`src/rtl/qtable_pkg.sv`:
```
// qtable_pkg: shared packet types, FSM states and Q2.14 widths for the Q-table engine
package qtable_pkg;
   localparam int Q_INT = 2;
   localparam int Q_FRAC = 14;
   localparam int Q_WIDTH = Q_INT + Q_FRAC;
   localparam logic [2:0] PKT_NONE = 3'b000;
   localparam logic [2:0] PKT_HELLO = 3'b001;
   localparam logic [2:0] PKT_CH_ADV = 3'b010;
   localparam logic [2:0] PKT_JOIN = 3'b011;
   localparam logic [2:0] PKT_ROUTE = 3'b100;
   localparam logic [2:0] PKT_DATA = 3'b101;
   localparam logic [2:0] PKT_ACK = 3'b110;
   localparam logic [2:0] PKT_CTRL = 3'b111;
   typedef enum logic [2:0] {S_IDLE, S_SEARCH, S_NWRITE, S_CHSEARCH, S_CHWRITE, S_DONE} state_e;
endpackage

```
`src/rtl/qtable_update_param_if.sv`:
```
// qtable_update_param_if: packet request in, busy/done/dropped status out
interface qtable_update_param_if #(parameter int WW = 16);
   logic en;
   logic [WW-1:0] fSourceID, fSourceHops, fClusterID, fEnergyLeft, fQValue;
   logic [2:0] fPacketType;
   logic busy, done, dropped;
   modport master (output en, fSourceID, fSourceHops, fClusterID, fEnergyLeft, fQValue, fPacketType,
                   input busy, done, dropped);
   modport slave (input en, fSourceID, fSourceHops, fClusterID, fEnergyLeft, fQValue, fPacketType,
                  output busy, done, dropped);
endinterface

```
`src/rtl/id_table_scan.sv`:
```
// id_table_scan: one-entry-per-cycle ID search tracking match, min-Q and max-Q (matches excluded)
module id_table_scan #(
   parameter int W = 16,
   parameter int IW = 4
) (
   input  logic          clk,
   input  logic          nrst,
   input  logic          clr,
   input  logic          vld,
   input  logic [W-1:0]  key,
   input  logic [W-1:0]  ent_id,
   input  logic [W-1:0]  ent_q,
   input  logic [IW-1:0] idx,
   output logic          hit,
   output logic [IW-1:0] hit_idx,
   output logic [IW-1:0] min_idx,
   output logic [W-1:0]  min_q,
   output logic          max_vld,
   output logic [IW-1:0] max_idx,
   output logic [W-1:0]  max_id,
   output logic [W-1:0]  max_q
);
   logic hit_q, hit_d, min_vld_q, min_vld_d, max_vld_q, max_vld_d;
   logic [IW-1:0] hit_idx_q, hit_idx_d, min_idx_q, min_idx_d, max_idx_q, max_idx_d;
   logic [W-1:0] min_q_q, min_q_d, max_id_q, max_id_d, max_q_q, max_q_d;
   logic is_hit, take_min, take_max;
   always_comb begin
      is_hit = vld && ent_id == key;
      take_min = vld && (!min_vld_q || ent_q < min_q_q);
      // the matched entry is about to be rewritten, so it must not hold the running max
      take_max = vld && !is_hit && (!max_vld_q || ent_q > max_q_q);
      hit_d = !clr && (hit_q || is_hit);
      hit_idx_d = is_hit ? idx : hit_idx_q;
      min_vld_d = !clr && (min_vld_q || vld);
      min_idx_d = take_min ? idx : min_idx_q;
      min_q_d = take_min ? ent_q : min_q_q;
      max_vld_d = !clr && (max_vld_q || take_max);
      max_idx_d = take_max ? idx : max_idx_q;
      max_id_d = take_max ? ent_id : max_id_q;
      max_q_d = take_max ? ent_q : max_q_q;
   end
   always_ff @(posedge clk or negedge nrst) begin
      if (!nrst) begin
         hit_q <= 1'b0;
         min_vld_q <= 1'b0;
         max_vld_q <= 1'b0;
         hit_idx_q <= '0;
         min_idx_q <= '0;
         max_idx_q <= '0;
         min_q_q <= '0;
         max_id_q <= '0;
         max_q_q <= '0;
      end else begin
         hit_q <= hit_d;
         min_vld_q <= min_vld_d;
         max_vld_q <= max_vld_d;
         hit_idx_q <= hit_idx_d;
         min_idx_q <= min_idx_d;
         max_idx_q <= max_idx_d;
         min_q_q <= min_q_d;
         max_id_q <= max_id_d;
         max_q_q <= max_q_d;
      end
   end
   assign hit = hit_q;
   assign hit_idx = hit_idx_q;
   assign min_idx = min_idx_q;
   assign min_q = min_q_q;
   assign max_vld = max_vld_q;
   assign max_idx = max_idx_q;
   assign max_id = max_id_q;
   assign max_q = max_q_q;
endmodule

```
`src/rtl/qtable_update_param.sv`:
```
// qtable_update_param: neighbour Q-table and known-CH list update engine with best next hop
module qtable_update_param import qtable_pkg::*; #(
   parameter int WORD_WIDTH = Q_WIDTH,
   parameter int NBR_DEPTH = 16,
   parameter int CH_DEPTH = 8,
   parameter logic [7:0] UPD_MASK = 8'b0011_1110,
   localparam int WW = WORD_WIDTH,
   localparam int NW = $clog2(NBR_DEPTH)
) (
   input  logic clk,
   input  logic nrst,
   qtable_update_param_if.slave bus,
   input  logic [NW-1:0] rd_idx,
   output logic [WW-1:0] rd_id,
   output logic [WW-1:0] rd_hops,
   output logic [WW-1:0] rd_cid,
   output logic [WW-1:0] rd_energy,
   output logic [WW-1:0] rd_q,
   output logic [WW-1:0] neighborCount,
   output logic [WW-1:0] knownCHCount,
   output logic [WW-1:0] bestID,
   output logic [WW-1:0] bestQ
);
   localparam int CW = (CH_DEPTH > 1) ? $clog2(CH_DEPTH) : 1;
   localparam int SW = (NW > CW) ? NW : CW;
   localparam int CNTW = SW + 1;
   localparam int EW = 5 * WW;
   typedef logic [EW-1:0] ent_t;
   state_e state_q, state_d;
   logic [SW-1:0] idx_q, idx_d;
   ent_t req_q, req_d, rd_ent;
   ent_t tbl_q [NBR_DEPTH];
   ent_t tbl_d [NBR_DEPTH];
   logic [WW-1:0] ch_q [CH_DEPTH];
   logic [WW-1:0] ch_d [CH_DEPTH];
   logic [CNTW-1:0] nc_q, nc_d, cc_q, cc_d, idx_nx;
   logic drop_q, drop_d;
   logic [WW-1:0] best_id_q, best_id_d, best_q_q, best_q_d, r_id, r_cid, r_q;
   logic n_hit, n_max_vld, ch_hit, full, nbr_we, new_best;
   logic [NW-1:0] n_hit_idx, n_min_idx, n_max_idx, wr_idx;
   logic [WW-1:0] n_min_q, n_max_id, n_max_q;
   logic [CW-1:0] ch_unused_hit_idx, ch_unused_min_idx, ch_unused_max_idx;
   logic [WW-1:0] ch_unused_min_q, ch_unused_max_id, ch_unused_max_q;
   logic ch_unused_max_vld;
   assign r_id = req_q[EW-1 -: WW];
   assign r_cid = req_q[3*WW-1 -: WW];
   assign r_q = req_q[WW-1:0];
   assign idx_nx = {1'b0, idx_q} + CNTW'(1);
   id_table_scan #(.W(WW), .IW(NW)) u_nbr_scan (
      .clk(clk), .nrst(nrst), .clr(state_q == S_IDLE),
      .vld(state_q == S_SEARCH && {1'b0, idx_q} < nc_q),
      .key(r_id), .ent_id(tbl_q[idx_q[NW-1:0]][EW-1 -: WW]), .ent_q(tbl_q[idx_q[NW-1:0]][WW-1:0]),
      .idx(idx_q[NW-1:0]), .hit(n_hit), .hit_idx(n_hit_idx), .min_idx(n_min_idx), .min_q(n_min_q),
      .max_vld(n_max_vld), .max_idx(n_max_idx), .max_id(n_max_id), .max_q(n_max_q)
   );
   id_table_scan #(.W(WW), .IW(CW)) u_ch_scan (
      .clk(clk), .nrst(nrst), .clr(state_q == S_NWRITE),
      .vld(state_q == S_CHSEARCH && {1'b0, idx_q} < cc_q),
      .key(r_id), .ent_id(ch_q[idx_q[CW-1:0]]), .ent_q('0), .idx(idx_q[CW-1:0]),
      .hit(ch_hit), .hit_idx(ch_unused_hit_idx), .min_idx(ch_unused_min_idx), .min_q(ch_unused_min_q),
      .max_vld(ch_unused_max_vld), .max_idx(ch_unused_max_idx), .max_id(ch_unused_max_id),
      .max_q(ch_unused_max_q)
   );
   assign full = nc_q == CNTW'(NBR_DEPTH);
   assign wr_idx = n_hit ? n_hit_idx : full ? n_min_idx : nc_q[NW-1:0];
   assign nbr_we = state_q == S_NWRITE && (n_hit || !full || r_q > n_min_q);
   // a replaced min entry can only have been the scan max if all Q were equal, so the new entry wins anyway
   assign new_best = !n_max_vld || r_q > n_max_q || (r_q == n_max_q && wr_idx < n_max_idx);
   always_comb begin
      state_d = state_q;
      idx_d = idx_q;
      req_d = req_q;
      tbl_d = tbl_q;
      ch_d = ch_q;
      nc_d = nc_q;
      cc_d = cc_q;
      drop_d = drop_q;
      best_id_d = best_id_q;
      best_q_d = best_q_q;
      case (state_q)
         S_IDLE: if (bus.en) begin
            req_d = {bus.fSourceID, bus.fSourceHops, bus.fClusterID, bus.fEnergyLeft, bus.fQValue};
            idx_d = '0;
            drop_d = 1'b0;
            state_d = UPD_MASK[bus.fPacketType] ? S_SEARCH : S_DONE;
         end
         S_SEARCH: begin
            idx_d = idx_nx >= nc_q ? '0 : idx_nx[SW-1:0];
            state_d = idx_nx >= nc_q ? S_NWRITE : S_SEARCH;
         end
         S_NWRITE: begin
            if (nbr_we) tbl_d[wr_idx] = req_q;
            best_id_d = nbr_we && new_best ? r_id : nbr_we ? n_max_id : best_id_q;
            best_q_d = nbr_we && new_best ? r_q : nbr_we ? n_max_q : best_q_q;
            nc_d = !n_hit && !full ? nc_q + CNTW'(1) : nc_q;
            drop_d = !nbr_we;
            state_d = r_cid == r_id ? S_CHSEARCH : S_DONE;
         end
         S_CHSEARCH: begin
            idx_d = idx_nx >= cc_q ? '0 : idx_nx[SW-1:0];
            state_d = idx_nx >= cc_q ? S_CHWRITE : S_CHSEARCH;
         end
         S_CHWRITE: begin
            if (!ch_hit && cc_q < CNTW'(CH_DEPTH)) begin
               ch_d[cc_q[CW-1:0]] = r_id;
               cc_d = cc_q + CNTW'(1);
            end
            state_d = S_DONE;
         end
         default: state_d = S_IDLE;
      endcase
   end
   always_ff @(posedge clk or negedge nrst) begin
      if (!nrst) begin
         state_q <= S_IDLE;
         idx_q <= '0;
         req_q <= '0;
         nc_q <= '0;
         cc_q <= '0;
         drop_q <= 1'b0;
         best_id_q <= '0;
         best_q_q <= '0;
      end else begin
         state_q <= state_d;
         idx_q <= idx_d;
         req_q <= req_d;
         nc_q <= nc_d;
         cc_q <= cc_d;
         drop_q <= drop_d;
         best_id_q <= best_id_d;
         best_q_q <= best_q_d;
      end
   end
   always_ff @(posedge clk) begin
      tbl_q <= tbl_d;
      ch_q <= ch_d;
   end
   assign rd_ent = CNTW'(rd_idx) < nc_q ? tbl_q[rd_idx] : '0;
   assign {rd_id, rd_hops, rd_cid, rd_energy, rd_q} = rd_ent;
   assign neighborCount = WW'(nc_q);
   assign knownCHCount = WW'(cc_q);
   assign bestID = best_id_q;
   assign bestQ = best_q_q;
   assign bus.busy = state_q != S_IDLE;
   assign bus.done = state_q == S_DONE;
   assign bus.dropped = state_q == S_DONE && drop_q;
endmodule

```
`src/flat_wrapper.sv`:
```
// flat-port wrapper written by rule: the top's interface ports become plain ports
module qtable_update_param_flat import qtable_pkg::*;
#(
   parameter int WORD_WIDTH = Q_WIDTH,
   parameter int NBR_DEPTH = 16,
   parameter int CH_DEPTH = 8,
   parameter logic [7:0] UPD_MASK = 8'b0011_1110,
   localparam int WW = WORD_WIDTH,
   localparam int NW = $clog2(NBR_DEPTH)
)
  (clk, nrst, rd_idx, rd_id, rd_hops, rd_cid, rd_energy, rd_q, neighborCount, knownCHCount, bestID, bestQ, bus_en, bus_fSourceID, bus_fSourceHops, bus_fClusterID, bus_fEnergyLeft, bus_fQValue, bus_fPacketType, bus_busy, bus_done, bus_dropped);
  qtable_update_param_if #(.WW((16))) bus_i ();
  input  logic clk;
  input  logic nrst;
  input  logic [NW-1:0] rd_idx;
  output logic [WW-1:0] rd_id;
  output logic [WW-1:0] rd_hops;
  output logic [WW-1:0] rd_cid;
  output logic [WW-1:0] rd_energy;
  output logic [WW-1:0] rd_q;
  output logic [WW-1:0] neighborCount;
  output logic [WW-1:0] knownCHCount;
  output logic [WW-1:0] bestID;
  output logic [WW-1:0] bestQ;
  input wire logic [$bits(bus_i.en)-1:0] bus_en;
  input wire logic [$bits(bus_i.fSourceID)-1:0] bus_fSourceID;
  input wire logic [$bits(bus_i.fSourceHops)-1:0] bus_fSourceHops;
  input wire logic [$bits(bus_i.fClusterID)-1:0] bus_fClusterID;
  input wire logic [$bits(bus_i.fEnergyLeft)-1:0] bus_fEnergyLeft;
  input wire logic [$bits(bus_i.fQValue)-1:0] bus_fQValue;
  input wire logic [$bits(bus_i.fPacketType)-1:0] bus_fPacketType;
  output wire logic [$bits(bus_i.busy)-1:0] bus_busy;
  output wire logic [$bits(bus_i.done)-1:0] bus_done;
  output wire logic [$bits(bus_i.dropped)-1:0] bus_dropped;
  assign bus_i.en = bus_en;
  assign bus_i.fSourceID = bus_fSourceID;
  assign bus_i.fSourceHops = bus_fSourceHops;
  assign bus_i.fClusterID = bus_fClusterID;
  assign bus_i.fEnergyLeft = bus_fEnergyLeft;
  assign bus_i.fQValue = bus_fQValue;
  assign bus_i.fPacketType = bus_fPacketType;
  assign bus_busy = bus_i.busy;
  assign bus_done = bus_i.done;
  assign bus_dropped = bus_i.dropped;
  qtable_update_param #(.WORD_WIDTH(WORD_WIDTH), .NBR_DEPTH(NBR_DEPTH), .CH_DEPTH(CH_DEPTH), .UPD_MASK(UPD_MASK)) u_core (.clk(clk), .nrst(nrst), .bus(bus_i), .rd_idx(rd_idx), .rd_id(rd_id), .rd_hops(rd_hops), .rd_cid(rd_cid), .rd_energy(rd_energy), .rd_q(rd_q), .neighborCount(neighborCount), .knownCHCount(knownCHCount), .bestID(bestID), .bestQ(bestQ));
endmodule
```
`config.mk`:
```
export PLATFORM = sky130hd
export DESIGN_NAME = qtable_update_param_flat
export DESIGN_NICKNAME = d
export VERILOG_FILES = /design/src/rtl/qtable_pkg.sv /design/src/rtl/qtable_update_param_if.sv /design/src/rtl/id_table_scan.sv /design/src/rtl/qtable_update_param.sv /design/src/flat_wrapper.sv
export SDC_FILE = /design/constraint.sdc
export NUM_CORES = 2
export LEC_CHECK = 0
export BUFFER_PORTS_ARGS = -buffer_cell sky130_fd_sc_hd__buf_4
export CAP_MARGIN = 25
export CORE_UTILIZATION = 58
export CTS_BUF_LIST = sky130_fd_sc_hd__clkbuf_8
export CTS_CLUSTER_DIAMETER = 100
export CTS_CLUSTER_SIZE = 25
export DETAILED_ROUTE_END_ITERATION = 10
export PLACE_DENSITY = 0.74
export SLEW_MARGIN = 20
export SYNTH_ARGS = -nofsm -noshare
export SYNTH_HDL_FRONTEND = slang
export SYNTH_SLANG_ARGS = --single-unit
```
`constraint.sdc`:
```
create_clock -name clk -period 10.6 [get_ports clk]
set_clock_uncertainty 0.1 [all_clocks]
set_input_delay 0.53 -clock clk [delete_from_list [all_inputs] [get_ports clk]]
set_output_delay 0.53 -clock clk [all_outputs]
set_load 0.005 [all_outputs]
```
==> results.yml <==
synthesis:
  synth.most_common_cell: "edfxtp_1"
  synth_cells: 3365
  synth_area_leader_cell: "edfxtp_1"
  synth.yosys.seq_area_share_pct: 68.5
  ys_async_sr_fraction_pct: 12.1
  ys_top_cells_by_area: "edfxtp_1, mux4_2, dfrtp_1"
  synthTopCellsByCount: "edfxtp_1, mux4_2, dfrtp_1"
  synth_cell_types: 75
  netlist.area_leader.share_pct: 61.5
  ys_ff_latch: 1602
  synth_top_family_by_area: "multiplexers"
  yosysWarnings: 0
  synth_xor_area_share_pct: 0.573
  synth_compound_area_share_pct: 2.00
  synth-edff-count: 1408
  synthAdderAreaFrac_pct: 1.66
  synth_area_sq_um: 68800
  syn_avg_cell_area_sq_um: 20.4
  ys.flop_type: "edfxtp_1"
  yosys.area_share.simple_pct: 2.38
  yosys-mux-area-fraction_pct: 22.9
floorplan:
  initial_utilization_pct: 58.9
  dieArea_sq_um: 120000
  core-area_sq_um: 117000
  rows: 125
  io_pins: 237
  die_w_microns: 346
  die_y_microns: 346
clock_tree:
  clk_latency_ns: 0.83
  htreeDepth: 3
  root_buffer: "clkbuf_8"
  numCtsBuffers: 74
  cts_tree: "built"
  holdBufCountCts: 82
  postCtsSetupRepairBufs: 0
  ctsResizeCount: 0
  cts.clk_slew.worst_paths_ns: 0.15
  ctsLongestPathBuffers: 3
  cts_sinks: 1602
power_and_ir_drop:
  pwr_density_cell_nw_per_um2: 220
  leakage_nw: 24.9
  ir_drop_mv: 0.178
  combPwrFrac_pct: 28.4
  power_frac_clock_pct: 15.5
  power.switching_mw: 5.30
  seq_power_share_pct: 56.1
  power_mw: 16.4
  p_int_mw: 11.1
  switching_share_pct: 32.3
job:
  maxCapViolCount: 0
timing:
  hold_ws_ns: 0.150
  worst_slew_pin_slew_ns: 1.11
  fin_crit_ns: 6.25
  fmax_mhz: 160
  slew_headroom_pct: 25.7
  setup_viol: 0
  timing_max_transition_violations_final: 0
  hold_viol: 0
  finalSetupTns_ns: 0
  grt_setup_unrepaired: "no"
  min_period_over_period_pct: 59.0
layout:
  ff_latch_area_sq_um: 47100
  fillCellCount: 7768
  nNetsFinal: 3828
  fin_area_sq_um: 74600
  multiInputGateArea_sq_um: 20600
  area_growth_pct: 8.46
  layout-drive-gt1-share_pct: 32.2
placed_design:
  io_buffer_count: 214
  postPlaceCellArea_sq_um: 72300
  post-dp-hpwl_microns: 97200
  gp_congestion: 0.936
routing:
  ant_nets: 0
  routedWlPerCell_microns: 32.0
  drt_pass1_iterations: 6
  drt_iter0_markers: 4481
  dr_total_vias: 35600
  drt-total-wl_microns: 168000
  drc_errors: 0
  viasPerCell: 6.79
grt:
  grt_first_pass_wirelength_microns: 245000
  grt_antenna_before_repair: 10
  grt.overflow.total: 0
  grtUsageTotal_pct: 28.1
  grt_max_degree: 111
  grt_pass1_vias: 36100
setup_path:
  critical_path_arrival_ns: 6.83
  cp_max_fo: 40
  crit_required_ns: 11.18
  cp_common_cell: "buf_4"
  crit_chain: "buf_16, buf_4, buf_4, mux4_2, a22oi_1, nand2_1, xor2_1, a2111oi_1, nand3_1, o2111ai_4, buf_4, mux2_4"
  cpLargestDelayFamily: "buffers and inverters"
  crit_type: "reg2reg"
  critPathBufInv: 4
  cp_slowest_cell: "o2111ai_4"
  crit_path_start_kind: "flop"
  critPathMaxStageDelay_ns: 0.79
  setup.worst_path.end_class: "flop"
status:
  status: "finished, final reports clean"
hold_path:
  hold_class: "in2async"
-- placed cells by master, fill, tap and decap left out, drive strengths merged, types with 15 or more instances in the layout --
cell         synthesis  routed
a21oi               26      26
a22oi               16      16
buf                106     316
clkbuf             107      76
conb                 1      22
dfrtp              194     194
dlygate4sd3          0      82
edfxtp            1408    1408
ha                  91      91
inv                 71     124
mux2               206     206
mux2i               65      65
mux4               562     562
nand2               67      67
nand4               23      23
nor2                51      51
nor2b               94      94
nor4                15      15
o21a                17      17
o21ai               52      52
xnor2               33      33
-- power by group through the flow --
stage / logic, mW / clock network, mW / registers [mW]
6_report: 4.66 / 2.55 / 9.20
3_3_place_gp: 4.44 / 0 / 9.26
3_5_place_dp: 4.55 / 0 / 9.37
5_1_grt: 4.99 / 2.78 / 9.30
2_1_floorplan: 3.00 / 0 / 9.03
4_1_cts: 4.60 / 2.60 / 9.22
-- cell type report --
cell class                      count  share of cell area [%]
Timing Repair Buffer              398                    4.46
Sequential cell                  1602                    63.2
Inverter                           72                   0.362
Tap cell                         1524                    2.56
Clock inverter                     59                   0.404
Multi-Input combinational cell   1499                    27.6
Clock buffer                       76                    1.40
Antenna cell                        7                  0.0235
-- through the flow --
step / cells / worst slack [ns] / utilization (%)
floorplan: 3386 / 0.0782 / -
global placement: 5008 / 4.07 / 61.8
detailed placement: 5009 / 4.06 / 61.9
CTS: 5226 / 4.05 / 63.7
global route: 5235 / 3.99 / 63.8
finish: 5237 / 4.35 / 63.8
-- path summary, 6_finish.rpt --
| kind | start | to | slack, ns | depth (start not counted) |
|---|---|---|---|---|
| max | u_core.idx_q[0] | u_core.u_nbr_scan.max_id[1] | 4.35 | 12 |
| min | nrst | u_core.bestQ[8] | 0.15 | 2 |
| max reg2reg | u_core.idx_q[0] | u_core.u_nbr_scan.max_id[1] | 4.35 | 12 |
| min reg2reg | u_core.cc_q[4] | u_core.cc_q[4] | 0.38 | 0 |
| max in group asynchronous | nrst | u_core.req_q[64] | 8.97 | 3 |
| min in group clk | bus_fPacketType[1] | u_core.state_q[2] | 0.18 | 4 |
-- registers in the layout (all words and copies together) (netlist names), 5 cells and up --
register / flops
u_core.tbl_q: 1280
u_core.ch_q: 128
u_core.req_q: 80
u_core.bestID: 16
u_core.bestQ: 16
u_core.u_nbr_scan.max_id: 16
u_core.u_nbr_scan.max_q: 16
u_core.u_nbr_scan.min_q: 16
u_core.cc_q: 5
u_core.nc_q: 5
-- per-layer routing --
layer | up-vias | global-route usage [%] | routed length, microns
met5 | - | 0 | 37
met4 | 6 | 7.25 | 4390
met3 | 243 | 4.40 | 14400
met2 | 1913 | 45.2 | 81900
met1 | 19000 | 40.8 | 66800
li1 | 14400 | - | -
-- logic make-up (layout without fill, tap and decap cells) --
kind of cell / count (synthesis) / in the layout
compound gates: 200 / 200
xor+xnor: 45 / 45
fa+ha+maj: 91 / 91
buf+inv: 285 / 605
flops: 1602 / 1602
mux: 833 / 833
other cells: 1 / 29
simple gates: 308 / 308
(Power assumes the default switching activity.)
